==> src/rtl/dc_useq.sv <==
// dc_useq: banked microsequencer with next-address selection and one-hot bank select.
// Optional call/return stack and sticky error flag enabled by defining DC_USEQ_STACK_EN.
module dc_useq #(
    parameter int AW = 9,
    parameter int MW = 16,
    parameter int NB = 3,
    parameter int SD = 4
) (
    input  logic          pin_clk,
    input  logic          pin_rst,
    input  logic          pin_mce_p,
    input  logic          pin_mce_n,
    input  logic          pin_bra,
    input  logic [AW-1:0] rom_ma,
    input  logic [MW-1:0] rom_mc,
    output logic [AW-1:0] rom_a,
    output logic [NB-1:0] rom_bank,
    output logic [MW-1:0] pin_m,
    output logic          pin_cs,
    output logic          pin_rni,
    output logic          pin_err
);

    localparam logic [4:0] OP_JMP  = 5'd0;
    localparam logic [4:0] OP_CJMP = 5'd1;

    if (AW < 8 || AW > 12 || MW < 16 || NB < 1 || NB > 8 || SD < 1 || SD > 16) begin : g_param_check
        $error("dc_useq: parameter out of legal range");
    end

    logic [MW-1:0] mi_q;
    logic [AW-1:0] nar_q;
    logic [AW-1:0] rom_a_q;
    logic [NB-1:0] bank_q;
    logic [AW-1:0] na_d;
    logic [NB-1:0] bank_d;
    logic [4:0]    op;
    logic [4:0]    bsel;

    assign op   = mi_q[15:11];
    assign bsel = mi_q[10:6];

`ifdef DC_USEQ_STACK_EN
    localparam logic [4:0] OP_CALL = 5'd2;
    localparam logic [4:0] OP_RET  = 5'd3;
    localparam int SPW   = $clog2(SD + 1);
    localparam int IW    = (SD > 1) ? $clog2(SD) : 1;
    localparam int DEPTH = 1 << IW;

    logic [SPW-1:0] sp_q;
    logic [SPW-1:0] sp_d;
    logic           err_q;
    logic           err_d;
    logic           push;
    logic [IW-1:0]  wr_idx;
    logic [IW-1:0]  top_idx;
    logic [AW-1:0]  stk_addr_q [DEPTH];
    logic [NB-1:0]  stk_bank_q [DEPTH];

    assign wr_idx  = IW'(sp_q);
    assign top_idx = IW'(sp_q - SPW'(1));
`endif

    always_comb begin
        na_d   = nar_q;
        bank_d = bank_q;
`ifdef DC_USEQ_STACK_EN
        sp_d   = sp_q;
        err_d  = err_q;
        push   = 1'b0;
`endif
        case (op)
            OP_JMP: begin
                na_d   = AW'(mi_q[5:0]);
                bank_d = (int'(bsel) < NB) ? (NB'(1) << bsel) : '0;
            end
            OP_CJMP: begin
                // Taken branch keeps the current 256-word page of the ROM next address.
                if (!pin_bra) begin
                    na_d = (nar_q & ~AW'(8'hFF)) | AW'(mi_q[7:0]);
                end
            end
`ifdef DC_USEQ_STACK_EN
            OP_CALL: begin
                na_d = AW'(mi_q[7:0]);
                if (sp_q == SPW'(SD)) begin
                    err_d = 1'b1;
                end else begin
                    push = 1'b1;
                    sp_d = sp_q + SPW'(1);
                end
            end
            OP_RET: begin
                if (sp_q == '0) begin
                    err_d  = 1'b1;
                    na_d   = '0;
                    bank_d = NB'(1);
                end else begin
                    na_d   = stk_addr_q[top_idx];
                    bank_d = stk_bank_q[top_idx];
                    sp_d   = sp_q - SPW'(1);
                end
            end
`endif
            default: ;
        endcase
    end

    always_ff @(posedge pin_clk or posedge pin_rst) begin
        if (pin_rst) begin
            mi_q    <= '0;
            nar_q   <= '0;
            rom_a_q <= '0;
            bank_q  <= NB'(1);
        end else begin
            if (pin_mce_n) begin
                mi_q  <= rom_mc;
                nar_q <= rom_ma;
            end
            if (pin_mce_p) begin
                rom_a_q <= na_d;
                bank_q  <= bank_d;
            end
        end
    end

`ifdef DC_USEQ_STACK_EN
    always_ff @(posedge pin_clk or posedge pin_rst) begin
        if (pin_rst) begin
            sp_q  <= '0;
            err_q <= 1'b0;
        end else if (pin_mce_p) begin
            sp_q  <= sp_d;
            err_q <= err_d;
        end
    end

    // Stack contents need no reset; the pointer alone defines validity.
    always_ff @(posedge pin_clk) begin
        if (pin_mce_p && push) begin
            stk_addr_q[wr_idx] <= nar_q;
            stk_bank_q[wr_idx] <= bank_q;
        end
    end

    assign pin_err = err_q;
`else
    assign pin_err = 1'b0;
`endif

    assign rom_a    = rom_a_q;
    assign rom_bank = bank_q;
    assign pin_m    = mi_q;
    assign pin_cs   = |bank_q;
    assign pin_rni  = (rom_a_q == '0) && pin_cs;

endmodule
==> config.mk <==
export PLATFORM = sky130hd
export DESIGN_NAME = dc_useq
export DESIGN_NICKNAME = d
export VERILOG_FILES = /design/src/rtl/dc_useq.sv
export SDC_FILE = /design/constraint.sdc
export NUM_CORES = 1
export LEC_CHECK = 0
export ABC_AREA = 1
export CAP_MARGIN = 20
export CORE_ASPECT_RATIO = 1.5
export CORE_MARGIN = 2
export CORE_UTILIZATION = 45
export CTS_CLUSTER_DIAMETER = 80
export DETAILED_ROUTE_END_ITERATION = 6
export GPL_TIMING_DRIVEN = 0
export PLACE_DENSITY = 0.78
export SYNTH_ARGS = -nofsm -noshare
export SYNTH_HDL_FRONTEND = slang
export SYNTH_SLANG_ARGS = --single-unit
==> constraint.sdc <==
create_clock -name pin_clk -period 1.35 [get_ports pin_clk]
set_input_delay 0.405 -clock pin_clk [delete_from_list [all_inputs] [get_ports pin_clk]]
set_output_delay 0.405 -clock pin_clk [all_outputs]
set_load 0.02 [all_outputs]
==> summary.md <==
| Metric | Value |
|---|---|
| Period utilization | `127%` |
| Crit Path Class | `reg2out` |
| Vias in the first global route | `1510` |
| Diode count | `0` |
| Critical-path top delay cell | `dfrtp_2` |
| R2R depth | `6` |
| Slew @ Worst Pin | `773 ps` |
| Synth Instances | `201` |
| Most common cell after layout, fill and taps aside | `nand2_1` |
| Via density | `5.06` |
| Synth Register Bits | `37` |
| I/O pins | `61` |
| Remaining global-route overflow | `0` |
| Pre-CTS setup slack | `-622 ps` |
| GP Congestion | `0.777` |
| Post-synthesis cell type count | `25` |
| Setup ws final | `-360 ps` |
| Area leader, netlist | `dfrtp_1` |
| Crit path cell chain | `nor4_2, nand2_1, nor2_4, buf_6` |
| # rows | `28` |
| Fin nets | `305` |
| Worst R2R Start | `pin_m[12]` |
| Power per cell area | `1180 nW/um^2` |
| Synth area leaders | `dfrtp_1, nand2_1, mux2_2` |
| DRT iter0 DRCs | `65` |
| Synthesized area | `1840 um^2` |
| Layout area overhead | `40.8%` |
| Largest net degree at the start of global routing | `20` |
| Layout cells sized above 1 | `35.1%` |
| Final ANT Viol Nets | `0` |
| R2R Path End | `rom_bank[1]` |
| Total power | `3.04 mW` |
| Worst Setup Start Kind | `flip-flop` |
| Routed WL | `4.29 mm` |
| Number of I/O port buffers | `57` |
| Die width | `56.2 um` |
| Status | `finished, violations left` |
| Most frequent cells in the layout | `nand2_1, dfrtp_1, buf_2, clkdlybuf4s50_1, nor2_1` |
| Cts hold-fix bufs | `0` |
| Sink Count | `37` |
| Final setup violation count | `3` |
| CTS Buffer Depth | `2` |
| Seq/Total Area, Yosys | `50.4%` |
| Root Driver | `clkbuf_8` |
| Router iterations before antenna repair | `4` |
| CP endpoint kind | `output port` |
| Initial Utilization | `46.8%` |
| Total number of vias | `1625` |
| Syn. warnings | `0` |
| CTS clk-pin slew, worst paths | `70 ps` |
| Total track usage | `19.9%` |
| Violated checks | `negative setup slack` |
| First-pass GRT wire length | `7.07 mm` |
| Post-Syn Area per Cell | `9.14 um^2` |
| CTS Buf Count | `5` |
| Worst Path Max Fanout | `3` |
| RSZ-0062 raised after global routing | `true` |
| Initial antenna violation count | `0` |
| VDD IR max | `0.000819 V` |
| Tmin final | `1710 ps` |
| H-tree Lvls | `2` |
| Fmax | `585 MHz` |
| Die height | `82.3 um` |
| Synth top area share | `49.0%` |
| Slew HR | `48.4%` |
| Final hold vios | `0` |
| Max incr delay on CP | `420 ps` |
| Post-DP HPWL | `3.13 mm` |
| Critical Path Start | `rom_a[3]` |
| Die ar. | `4620 um^2` |
| Clock Latency Late Sink | `290 ps` |
| Max-slew violations | `0` |
| Hold slack | `448 ps` |
| CORE AREA | `3920 um^2` |
| Min-delay worst type | `in2reg` |
| CP Capture Point | `pin_rni` |
| Leakage power | `1.24 nW` |
| Routed wire per std cell | `13.4 um` |
| Max cap viols | `0` |
| Clock Skew | `4.10 ps` |
| Critical path data required time | `950 ps` |
| CTS tree | `built` |
| Drt drc | `0` |
| Syn_nets | `231` |
| R2R setup slack | `70 ps` |
| Crit path DAT | `1310 ps` |
through the flow:
| stage | setup TNS [ps] | instance area [um^2] | utilization [%] | instances |
|---|---|---|---|---|
| CTS | -565 | 2560 | 65.2 | 317 |
| detailed placement | -7960 | 2510 | 64.0 | 304 |
| global route | -760 | 2590 | 66.0 | 321 |
| finish | -596 | 2590 | 66.0 | 321 |
| floorplan | -46.7 | 1860 | - | 201 |
| global placement | -28030 | 2480 | 63.3 | 303 |
power breakdown:
part           switching (mW)  internal, mW
logic                   0.486         0.398
clock network           0.377         0.416
registers               0.118          1.25
total                   0.980          2.06
synth_stat cells:
cell type	n
nor4_1	1
nor2_8	2
nand2_1	55
nor2_2	1
buf_2	5
nand3_4	2
nor2_1	25
mux2_2	17
a21oi_2	1
nand3_2	1
inv_1	10
o21ai_0	11
dfrtp_1	36
nor2_4	3
nand4_1	7
clkbuf_2	1
dfstp_2	1
a21oi_1	4
inv_2	2
nand3_1	9
nand2_2	1
conb_1	1
nor3_1	2
buf_4	2
o21ai_1	1
what timing repair did:
item	CTS	global route
cloned	0	0
endpoints found under the setup margin	30	17
gates resized for setup	123	16
pin swaps	4	3
buffers inserted	5	4
cell families after synthesis:
group	after synthesis	synth area share (%)
AO/OA/AOI/OAI	17	4.83
flip-flops	37	50.4
multiplexers	17	10.4
other	1	0.204
buffers and inverters	20	4.90
AND/OR/NAND/NOR	109	29.2
state kept, by name, indices dropped and copies added (netlist names):
signal    count
rom_a         9
rom_bank      3
pin_m        16
nar_q         9
worst min path at each step:
stage	cells after the start	slack, ps	endpoint	start
2_1_floorplan	2	470	rom_a[8]	nar_q[8]
3_3_place_gp	2	480	rom_a[8]	nar_q[8]
3_5_place_dp	2	490	rom_a[8]	nar_q[8]
4_1_cts	2	450	pin_m[5]	pin_mce_n
5_1_grt	2	460	pin_m[5]	pin_mce_n
6_report	2	450	pin_m[5]	pin_mce_n
area by class of cell:
cell class	count	area, um^2
Inverter	12	47.5
Multi-Input combinational cell	144	845
Sequential cell	37	933
Clock buffer	8	90.1
Buffer	8	51.3
Fill cell	331	1340
Timing Repair Buffer	67	566
Tap cell	45	56.3
worst max-delay path: cells and delay by family (launching register included):
family / cells / cell delay (ps)
buffers and inverters: 1 / 110
DFF: 1 / 420
and+or+nand+nor: 3 / 480
per-layer routing:
layer / vias up / wire length [um] / part of all wire [%] / track usage [%]
met4: 0 / 87 / 2.0 / 8.33
li1: 806 / - / - / -
met5: - / 0 / 0 / 0
met1: 752 / 1740 / 41 / 24.5
met3: 10 / 218 / 5.1 / 3.58
met2: 57 / 2240 / 52 / 34.4
No activity file was read; power rests on OpenSTA's default activity.
